**src/rtl/alu_pkg.sv**
```systemverilog
// rtl/alu_pkg.sv - shared aluop codes, arbiter FSM states and legal-op check
//
// Purpose : definitions shared by alu_arbiter and alu_rr_arb2.
// Ports   : none (package).
package alu_pkg;

  localparam logic [3:0] OP_ADD = 4'b0000;
  localparam logic [3:0] OP_SUB = 4'b0010;
  localparam logic [3:0] OP_SLT = 4'b1010;
  localparam logic [3:0] OP_AND = 4'b0100;
  localparam logic [3:0] OP_OR  = 4'b0101;
  localparam logic [3:0] OP_XOR = 4'b0110;
  localparam logic [3:0] OP_NOR = 4'b0111;

  typedef enum logic [1:0] {
    IDLE = 2'd0,
    EXEC = 2'd1,
    RESP = 2'd2
  } arb_state_t;

  function automatic logic is_legal_op(input logic [3:0] op);
    case (op)
      OP_ADD, OP_SUB, OP_SLT, OP_AND, OP_OR, OP_XOR, OP_NOR: is_legal_op = 1'b1;
      default:                                              is_legal_op = 1'b0;
    endcase
  endfunction

endpackage

```
**src/rtl/alu_rr_arb2.sv**
```systemverilog
// rtl/alu_rr_arb2.sv - 2-way round-robin grant with last-grant pointer
//
// Purpose : picks one of two requesters; on a tie the one not granted last wins.
// Ports   : clk, rst_n          clock, async active-low reset
//           i_req[1:0]          request vector
//           i_accept            grant was taken this cycle; update the pointer
//           o_grant[1:0]        combinational one-hot (or zero) grant
module alu_rr_arb2
  import alu_pkg::*;
(
  input  logic       clk,
  input  logic       rst_n,
  input  logic [1:0] i_req,
  input  logic       i_accept,
  output logic [1:0] o_grant
);

  // 1 = port 1 was granted last; resets to 1 so port 0 wins the first tie.
  logic r_last;

  always_comb begin
    o_grant = 2'b00;
    case (i_req)
      2'b01:   o_grant = 2'b01;
      2'b10:   o_grant = 2'b10;
      2'b11:   o_grant = r_last ? 2'b01 : 2'b10;
      default: o_grant = 2'b00;
    endcase
  end

  always_ff @(posedge clk or negedge rst_n) begin
    if (!rst_n) begin
      r_last <= 1'b1;
    end else if (i_accept) begin
      r_last <= o_grant[1];
    end
  end

endmodule

```
**src/rtl/alu_arbiter.sv**
```systemverilog
// rtl/alu_arbiter.sv - shares one combinational ALU between two valid/ready requesters
//
// Purpose : round-robin arbiter, one op in flight; IDLE -> EXEC -> RESP.
//           Optional grant statistics enabled by macro ALU_ARB_STATS_EN.
// Ports   : CLK, RESET_N                     clock, async active-low reset
//           req_valid/req_ready[1:0]         request handshake per port
//           req{0,1}_op/_a/_b                request payload per port
//           rsp_valid/rsp_ready[1:0]         response handshake per port
//           rsp_result/rsp_zero/rsp_err      registered shared response
//           alu_op/alu_a/alu_b               to external ALU (issue registers)
//           alu_result/alu_zero              from external ALU
//           stat_grant0/stat_grant1          saturating grant counters
module alu_arbiter
  import alu_pkg::*;
#(
  parameter int WIDTH = 32,
  parameter int OPW   = 4
) (
  input  logic             CLK,
  input  logic             RESET_N,
  input  logic [1:0]       req_valid,
  output logic [1:0]       req_ready,
  input  logic [OPW-1:0]   req0_op,
  input  logic [OPW-1:0]   req1_op,
  input  logic [WIDTH-1:0] req0_a,
  input  logic [WIDTH-1:0] req0_b,
  input  logic [WIDTH-1:0] req1_a,
  input  logic [WIDTH-1:0] req1_b,
  output logic [1:0]       rsp_valid,
  input  logic [1:0]       rsp_ready,
  output logic [WIDTH-1:0] rsp_result,
  output logic             rsp_zero,
  output logic             rsp_err,
  output logic [OPW-1:0]   alu_op,
  output logic [WIDTH-1:0] alu_a,
  output logic [WIDTH-1:0] alu_b,
  input  logic [WIDTH-1:0] alu_result,
  input  logic             alu_zero,
  output logic [15:0]      stat_grant0,
  output logic [15:0]      stat_grant1
);

  arb_state_t       r_state;
  logic [OPW-1:0]   r_issue_op;
  logic [WIDTH-1:0] r_issue_a;
  logic [WIDTH-1:0] r_issue_b;
  logic             r_issue_err;
  logic             r_id;
  logic [1:0]       r_rsp_valid;
  logic [WIDTH-1:0] r_rsp_result;
  logic             r_rsp_zero;
  logic             r_rsp_err;

  logic [1:0]       w_grant;
  logic             w_accept;
  logic [OPW-1:0]   w_sel_op;
  logic [WIDTH-1:0] w_sel_a;
  logic [WIDTH-1:0] w_sel_b;
  logic             w_sel_legal;

  alu_rr_arb2 u_rr (
    .clk      (CLK),
    .rst_n    (RESET_N),
    .i_req    (req_valid),
    .i_accept (w_accept),
    .o_grant  (w_grant)
  );

  // A grant is only offered in IDLE; reset also forces ready low since the
  // state register alone would leave IDLE's combinational ready exposed.
  assign w_accept    = RESET_N && (r_state == IDLE) && (w_grant != 2'b00);
  assign req_ready   = w_accept ? w_grant : 2'b00;

  assign w_sel_op    = w_grant[1] ? req1_op : req0_op;
  assign w_sel_a     = w_grant[1] ? req1_a  : req0_a;
  assign w_sel_b     = w_grant[1] ? req1_b  : req0_b;
  assign w_sel_legal = is_legal_op(w_sel_op);

  assign alu_op      = r_issue_op;
  assign alu_a       = r_issue_a;
  assign alu_b       = r_issue_b;

  assign rsp_valid   = r_rsp_valid;
  assign rsp_result  = r_rsp_result;
  assign rsp_zero    = r_rsp_zero;
  assign rsp_err     = r_rsp_err;

  always_ff @(posedge CLK or negedge RESET_N) begin
    if (!RESET_N) begin
      r_state      <= IDLE;
      r_issue_op   <= '0;
      r_issue_a    <= '0;
      r_issue_b    <= '0;
      r_issue_err  <= 1'b0;
      r_id         <= 1'b0;
      r_rsp_valid  <= 2'b00;
      r_rsp_result <= '0;
      r_rsp_zero   <= 1'b0;
      r_rsp_err    <= 1'b0;
    end else begin
      case (r_state)
        IDLE: begin
          if (w_accept) begin
            // Illegal ops are issued as ADD so the ALU sees a defined code.
            r_issue_op  <= w_sel_legal ? w_sel_op : '0;
            r_issue_a   <= w_sel_a;
            r_issue_b   <= w_sel_b;
            r_issue_err <= !w_sel_legal;
            r_id        <= w_grant[1];
            r_state     <= EXEC;
          end
        end
        EXEC: begin
          r_rsp_result <= r_issue_err ? '0 : alu_result;
          r_rsp_zero   <= r_issue_err ? 1'b1 : alu_zero;
          r_rsp_err    <= r_issue_err;
          r_rsp_valid  <= r_id ? 2'b10 : 2'b01;
          r_state      <= RESP;
        end
        RESP: begin
          if (rsp_ready[r_id]) begin
            r_rsp_valid <= 2'b00;
            r_state     <= IDLE;
          end
        end
        default: r_state <= IDLE;
      endcase
    end
  end

`ifdef ALU_ARB_STATS_EN
  logic [15:0] r_stat0;
  logic [15:0] r_stat1;

  always_ff @(posedge CLK or negedge RESET_N) begin
    if (!RESET_N) begin
      r_stat0 <= '0;
      r_stat1 <= '0;
    end else if (w_accept) begin
      if (w_grant[0] && (r_stat0 != 16'hFFFF)) r_stat0 <= r_stat0 + 16'd1;
      if (w_grant[1] && (r_stat1 != 16'hFFFF)) r_stat1 <= r_stat1 + 16'd1;
    end
  end

  assign stat_grant0 = r_stat0;
  assign stat_grant1 = r_stat1;
`else
  assign stat_grant0 = 16'd0;
  assign stat_grant1 = 16'd0;
`endif

endmodule

```
**config.mk**
```make
export PLATFORM = sky130hd
export DESIGN_NAME = alu_arbiter
export DESIGN_NICKNAME = d
export VERILOG_FILES = /design/src/rtl/alu_pkg.sv /design/src/rtl/alu_rr_arb2.sv /design/src/rtl/alu_arbiter.sv
export SDC_FILE = /design/constraint.sdc
export NUM_CORES = 1
export LEC_CHECK = 0
export ABC_AREA = 1
export BUFFER_PORTS_ARGS = -buffer_cell sky130_fd_sc_hd__buf_2
export CORE_AREA = 3 3 119 121
export CTS_CLUSTER_SIZE = 20
export DETAILED_ROUTE_END_ITERATION = 6
export DIE_AREA = 0 0 122 124
export GPL_TIMING_DRIVEN = 0
export PLACE_DENSITY = 0.72
export SYNTH_ARGS = -nofsm -noshare
export SYNTH_HDL_FRONTEND = slang
export SYNTH_SLANG_ARGS = --single-unit
```
**constraint.sdc**
```tcl
create_clock -name CLK -period 3.8 [get_ports CLK]
set_input_delay 0.19 -clock CLK [delete_from_list [all_inputs] [get_ports CLK]]
set_output_delay 0.19 -clock CLK [all_outputs]
set_load 0.01 [all_outputs]
```
==> impl_metrics.toml, run 1 <==
[die]
die_h_um = 124
initial_core_util = 0.3760
die_w_um = 122
core_area_um2 = 13190
die_area_um2 = 15130
rows = 42
io_pins = 313

[setup_path]
path_class = "in2out"
r2r_start = "u_rr.r_last"
crit_end = "req_ready[0]"
worstPathArrival_ns = 2.05
startpoint_type = "input pin"
r2r_slack_ns = 2.22
critPathCaptureType = "primary output"
rr_worst_depth = 5
r2r_end = "alu_a[3]"
required_ns = 3.61
startpoint = "RESET_N"
critical_path.max_fanout = 57

[clock_tree]
clock_path_buffers = 2
insertion_delay_ns = 0.34
cts_tree = "yes"
cts.clk_slew.worst_paths_ns = 0.07
cts.sinks = 109
cts_buffers = 9
cts_root_buffer = "clkbuf_16"
h-tree-depth = 3
cts_resized = 0

[drt]
vias = 4906
wirelength_um = 15190
wl_per_cell_um = 14.21
drt_pre_antenna_iters = 6
drtIter0Drc = 234
drc = 0
viasPerCell = 4.589
ant_nets = 0

[place]
place_hpwl_um = 11730
port_buffers = 280
dpl_worst_slack_ns = 1.713
gp_congestion = 0.8129
placed_area_um2 = 6731

[logic_synthesis]
syn_inst = 563
ys_warn_count = 0
synthArstFlopShare = 1.000
synth_top_flop_cell = "dfrtp_1"
yosysSeqAreaShare = 0.5502
synth_top_area_cell = "dfrtp_1"
syn_avg_cell_area_um2 = 8.810
ys_types = 25
yosys-top-cells-count = "nand2_1 (120), nor2_1 (115), dfrtp_1 (108)"
synth_edf_count = 0
synth_area_um2 = 4960
ys_ff_latch = 109
synth.most_common_cell = "nand2_1"
synthTopCellsByArea = "dfrtp_1 (54%), nand2_1 (9.1%), nor2_1 (8.7%)"
netlist.area_leader.share = 0.5449

[global_routing]
overflow = 0
grtUsageTotal = 0.1932
grt_pass1_vias = 4559
antenna_found_initial = 1
grt_pass1_wl_um = 22890
grt_max_degree = 58

[cells_and_area]
final_util = 0.5341
final_area_um2 = 7046
nets = 1062
drive_gt1_frac = 0.4002
area_growth_syn_to_layout_pct = 42.05
fillers = 1272

[min_path]
hold_path.class = "in2reg"
hp-start = "alu_result[27]"

[power_and_ir_drop]
seq_power_share = 0.396
power_density_nw_per_um2 = 722.6
leakage_nw = 3.973
p_sw_mw = 1.926
p_int_mw = 3.165
vdd_drop_max_mv = 0.3128
pwr-share-comb = 0.416
pwr-share-clk = 0.188
p_total_mw = 5.091
p_sw_frac = 0.3784

[sta]
worst_slew_pin_slew_ns = 0.5440
skew_ns = 0.007128
fmax_ghz = 0.4467
maxSlewViolCount = 0
hold_viol = 0
rsz0062_at_grt = "false"
max-slew-margin-rel = 0.6373
fin_crit_ns = 2.239
period_share = 0.5892
setup_slack_ns = 1.561
finalSetupViolCount = 0
tns_ns = 0

[status]
status = "completed"

[job]
maxCapViolCount = 0
-- per-layer routing --
layer	up-vias	track usage	routed length, um
met2	226	0.3108	7114
li1	2439	-	-
met1	2212	0.2500	6372
met4	0	0.08473	394
met3	29	0.04587	1307
met5	-	0	0
-- power by group through the flow --
stage | sequential [mW] | clock (mW) | combinational (mW)
3_3_place_gp | 2.02 | 0 | 2.12
6_report | 2.01 | 0.959 | 2.12
2_1_floorplan | 2.28 | 0 | 0.936
5_1_grt | 2.08 | 1.04 | 2.36
3_5_place_dp | 2.02 | 0 | 2.15
4_1_cts | 2.01 | 0.985 | 2.15
-- flip-flops by register name, indices dropped and copies added, names as in the netlist --
| register | flops |
|---|---|
| rsp_valid | 2 |
| r_issue_err | 1 |
| rsp_zero | 1 |
| alu_b | 32 |
| r_id | 1 |
| rsp_err | 1 |
| rsp_result | 32 |
| u_rr.r_last | 1 |
| alu_a | 32 |
| r_state | 2 |
| alu_op | 4 |
-- per-stage QoR --
| stage | hold WS, ns | std cells |
|---|---|---|
| CTS | 0.04446 | 1068 |
| floorplan | -0.1056 | 594 |
| detailed placement | 0.1918 | 1051 |
| global route | 0.04733 | 1069 |
| global placement | 0.4065 | 1050 |
| finish | 0.06418 | 1069 |
-- final cells by class --
cell class / count / area (um^2) / area share
timing repair buffer: 282 / 1445 / 0.2051
clock buffer: 12 / 246.5 / 0.03498
sequential: 109 / 2729 / 0.3873
buffer: 66 / 416.7 / 0.05914
tap: 176 / 220.2 / 0.03126
clock inverter: 4 / 55.05 / 0.007814
antenna: 1 / 2.502 / 0.0003552
inverter: 14 / 52.55 / 0.007459
multi-input combinational: 405 / 1878 / 0.2666
-- cell usage in the layout, fill, tap and decap left out --
cell,count
clkbuf_16,9
dfstp_2,1
dfrtp_1,108
o21ai_0,49
clkbuf_1,15
a21o_1,1
buf_2,291
a21oi_1,2
bufinv_16,1
buf_4,39
nand2_1,120
clkinvlp_4,1
buf_16,1
nor2_1,115
nor2_4,1
a22o_1,32
a211oi_1,1
nor3_1,20
o22ai_1,20
nand3_1,7
inv_1,9
conb_1,32
nand4_4,1
buf_1,1
a21oi_4,1
nor2_2,1
inv_6,2
buf_6,2
diode_2,1
inv_2,5
dlygate4sd3_1,1
o21ai_1,2
clkbuf_8,1
-- repair_timing --
item,in CTS,in global routing
hold buffers,1,0
buffers inserted,0,0
endpoints found under the hold margin,54,0
setup endpoints to repair,0,0
-- cell families after synthesis --
family / after synthesis / synth area share
DFF: 109 / 0.5502
buffers and inverters: 80 / 0.09460
and+or+nand+nor: 265 / 0.2129
AOI/OAI and AO/OA: 108 / 0.1415
other: 1 / 0.0007561
-- worst max-delay path, cell delays in order --
cell           delay [ns]
dlygate4sd3_1        0.55
buf_6                0.43
buf_16               0.33
nand3_1              0.15
a211oi_1             0.17
buf_2                0.17
-- worst min-delay path by stage --
stage | depth (start not counted) | end
after floorplan | 0 | alu_a[0]
after global placement | 2 | rsp_result[25]
after detailed placement | 1 | rsp_result[6]
after CTS | 2 | rsp_result[28]
after global routing | 2 | rsp_result[3]
final | 2 | rsp_result[27]
(Power assumes the default switching activity.)
==> run 2: changes to the inputs <==
Clock period 3.8 ns to 2.2 ns, I/O delays scaled along.
==> impl_metrics.toml, run 2 (same netlist as run 1, synthesis figures left out) <==
[die]
rows = 42
initial_core_util = 0.3760
die_w_um = 122
die_area_um2 = 15130
io_pins = 313
die_h_um = 124
core_area_um2 = 13190

[power_and_ir_drop]
power_density_nw_per_um2 = 1150
leakage_nw = 4.282
vdd_drop_max_mv = 0.5488

[cells_and_area]
final_area_um2 = 7781
seq_area_um2 = 2729
multiInputGateArea_um2 = 1878
n_antenna_cell = 0
final_common_cell = "buf_2"
mostFrequentLayoutCells = "buf_2 (291), nand2_1 (120), nor2_1 (115)"
nets = 1134
fillers = 1133
area_growth_syn_to_layout_pct = 56.89
drive_gt1_frac = 0.3714

[place]
place_hpwl_um = 11730
dpl_worst_slack_ns = 0.1935
gp_congestion = 0.8129
port_buffers = 280
placed_area_um2 = 6731

[clock_tree]
cts_buffers = 9
cts_tree = "yes"
h-tree-depth = 3
cts_setup_buffers = 0
cts_root_buffer = "clkbuf_16"
clock_path_buffers = 2
cts.sinks = 109
cts_resized = 0
postCtsHoldBufs = 72
cts.clk_slew.worst_paths_ns = 0.07
insertion_delay_ns = 0.34

[min_path]
hold_path.class = "in2reg"

[setup_path]
path_class = "in2reg"
critPathCaptureType = "register"
worstPathArrival_ns = 2.03
startpoint_type = "input pin"
critical_path.max_fanout = 57
required_ns = 2.49

[drt]
drt_pre_antenna_iters = 4
drtIter0Drc = 297
wl_per_cell_um = 14.60
vias = 5232
wirelength_um = 16650
ant_nets = 0
drc = 0
viasPerCell = 4.589

[sta]
finalSetupViolCount = 0
fin_crit_ns = 1.737
hold_ws_ns = 0.01087
worst_slew_pin_slew_ns = 0.5309
fmax_ghz = 0.5758
tns_ns = 0
hold_viol = 0
rsz0062_at_grt = "false"
period_share = 0.7894
max-slew-margin-rel = 0.6461
skew_ns = 0.008169
setup_slack_ns = 0.4632
maxSlewViolCount = 0

[global_routing]
antenna_found_initial = 0
grtUsageTotal = 0.2111
grt_max_degree = 58
grt_pass1_vias = 5033
grt_pass1_wl_um = 25150
overflow = 0

[status]
status = "completed"

[job]
maxCapViolCount = 0
==> run 2: changes by cell type in the layout (fill, tap and decap cells not counted) <==
cell           delta
diode_2           -1
buf_16            +1
dlygate4sd3_1    +71
==> run 2: per-layer routing <==
layer	global-route usage	vias to the layer above	wire length (um)
li1	-	2584	-
met1	0.2630	2389	6881
met2	0.3553	230	7992
met3	0.05223	29	1374
met4	0.08193	0	400
met5	0	-	0
==> run 2: power breakdown <==
group	leakage (nW)	total (mW)	switching [mW]	internal (mW)
sequential	1.33	3.49	0.522	2.97
combinational	2.80	3.79	2.13	1.66
clock	0.144	1.66	0.737	0.925
==> run 2: final timing paths <==
check / startpoint / end / slack, ns / cells after the start
worst max register to register: u_rr.r_last / alu_a[3] / 0.60 / 5
worst min-delay path: alu_result[2] / rsp_result[2] / 0.01 / 2
worst max-delay path: RESET_N / alu_b[13] / 0.46 / 8
worst min register to register: alu_a[19] / alu_a[19] / 0.47 / 2
min in group asynchronous: RESET_N / rsp_result[6] / 0.32 / 3
max in group asynchronous: RESET_N / u_rr.r_last / 1.57 / 3
==> run 2: area by class of cell <==
class | count | area share
clock buffers | 12 | 0.03168
plain buffers | 66 | 0.05355
well taps | 176 | 0.02830
multi-input cells | 405 | 0.2414
inverters | 14 | 0.006753
flip-flops and latches | 109 | 0.3507
clock inverters | 4 | 0.007075
repair buffers | 354 | 0.2806
==> run 2: per-stage QoR <==
step / utilization / std cells / power, mW
floorplan: - / 594 / 5.554
global placement: 0.5078 / 1050 / 7.141
detailed placement: 0.5103 / 1051 / 7.210
CTS: 0.5892 / 1139 / 9.004
global route: 0.5899 / 1140 / 9.616
finish: 0.5899 / 1140 / 8.946
==> run 2: worst max-delay path, stage by stage <==
cell,delay (ns)
dlygate4sd3_1,0.55
buf_6,0.13
buf_16,0.26
nand4_4,0.25
clkbuf_1,0.30
nor2_1,0.19
o21ai_0,0.11
nand2_1,0.07
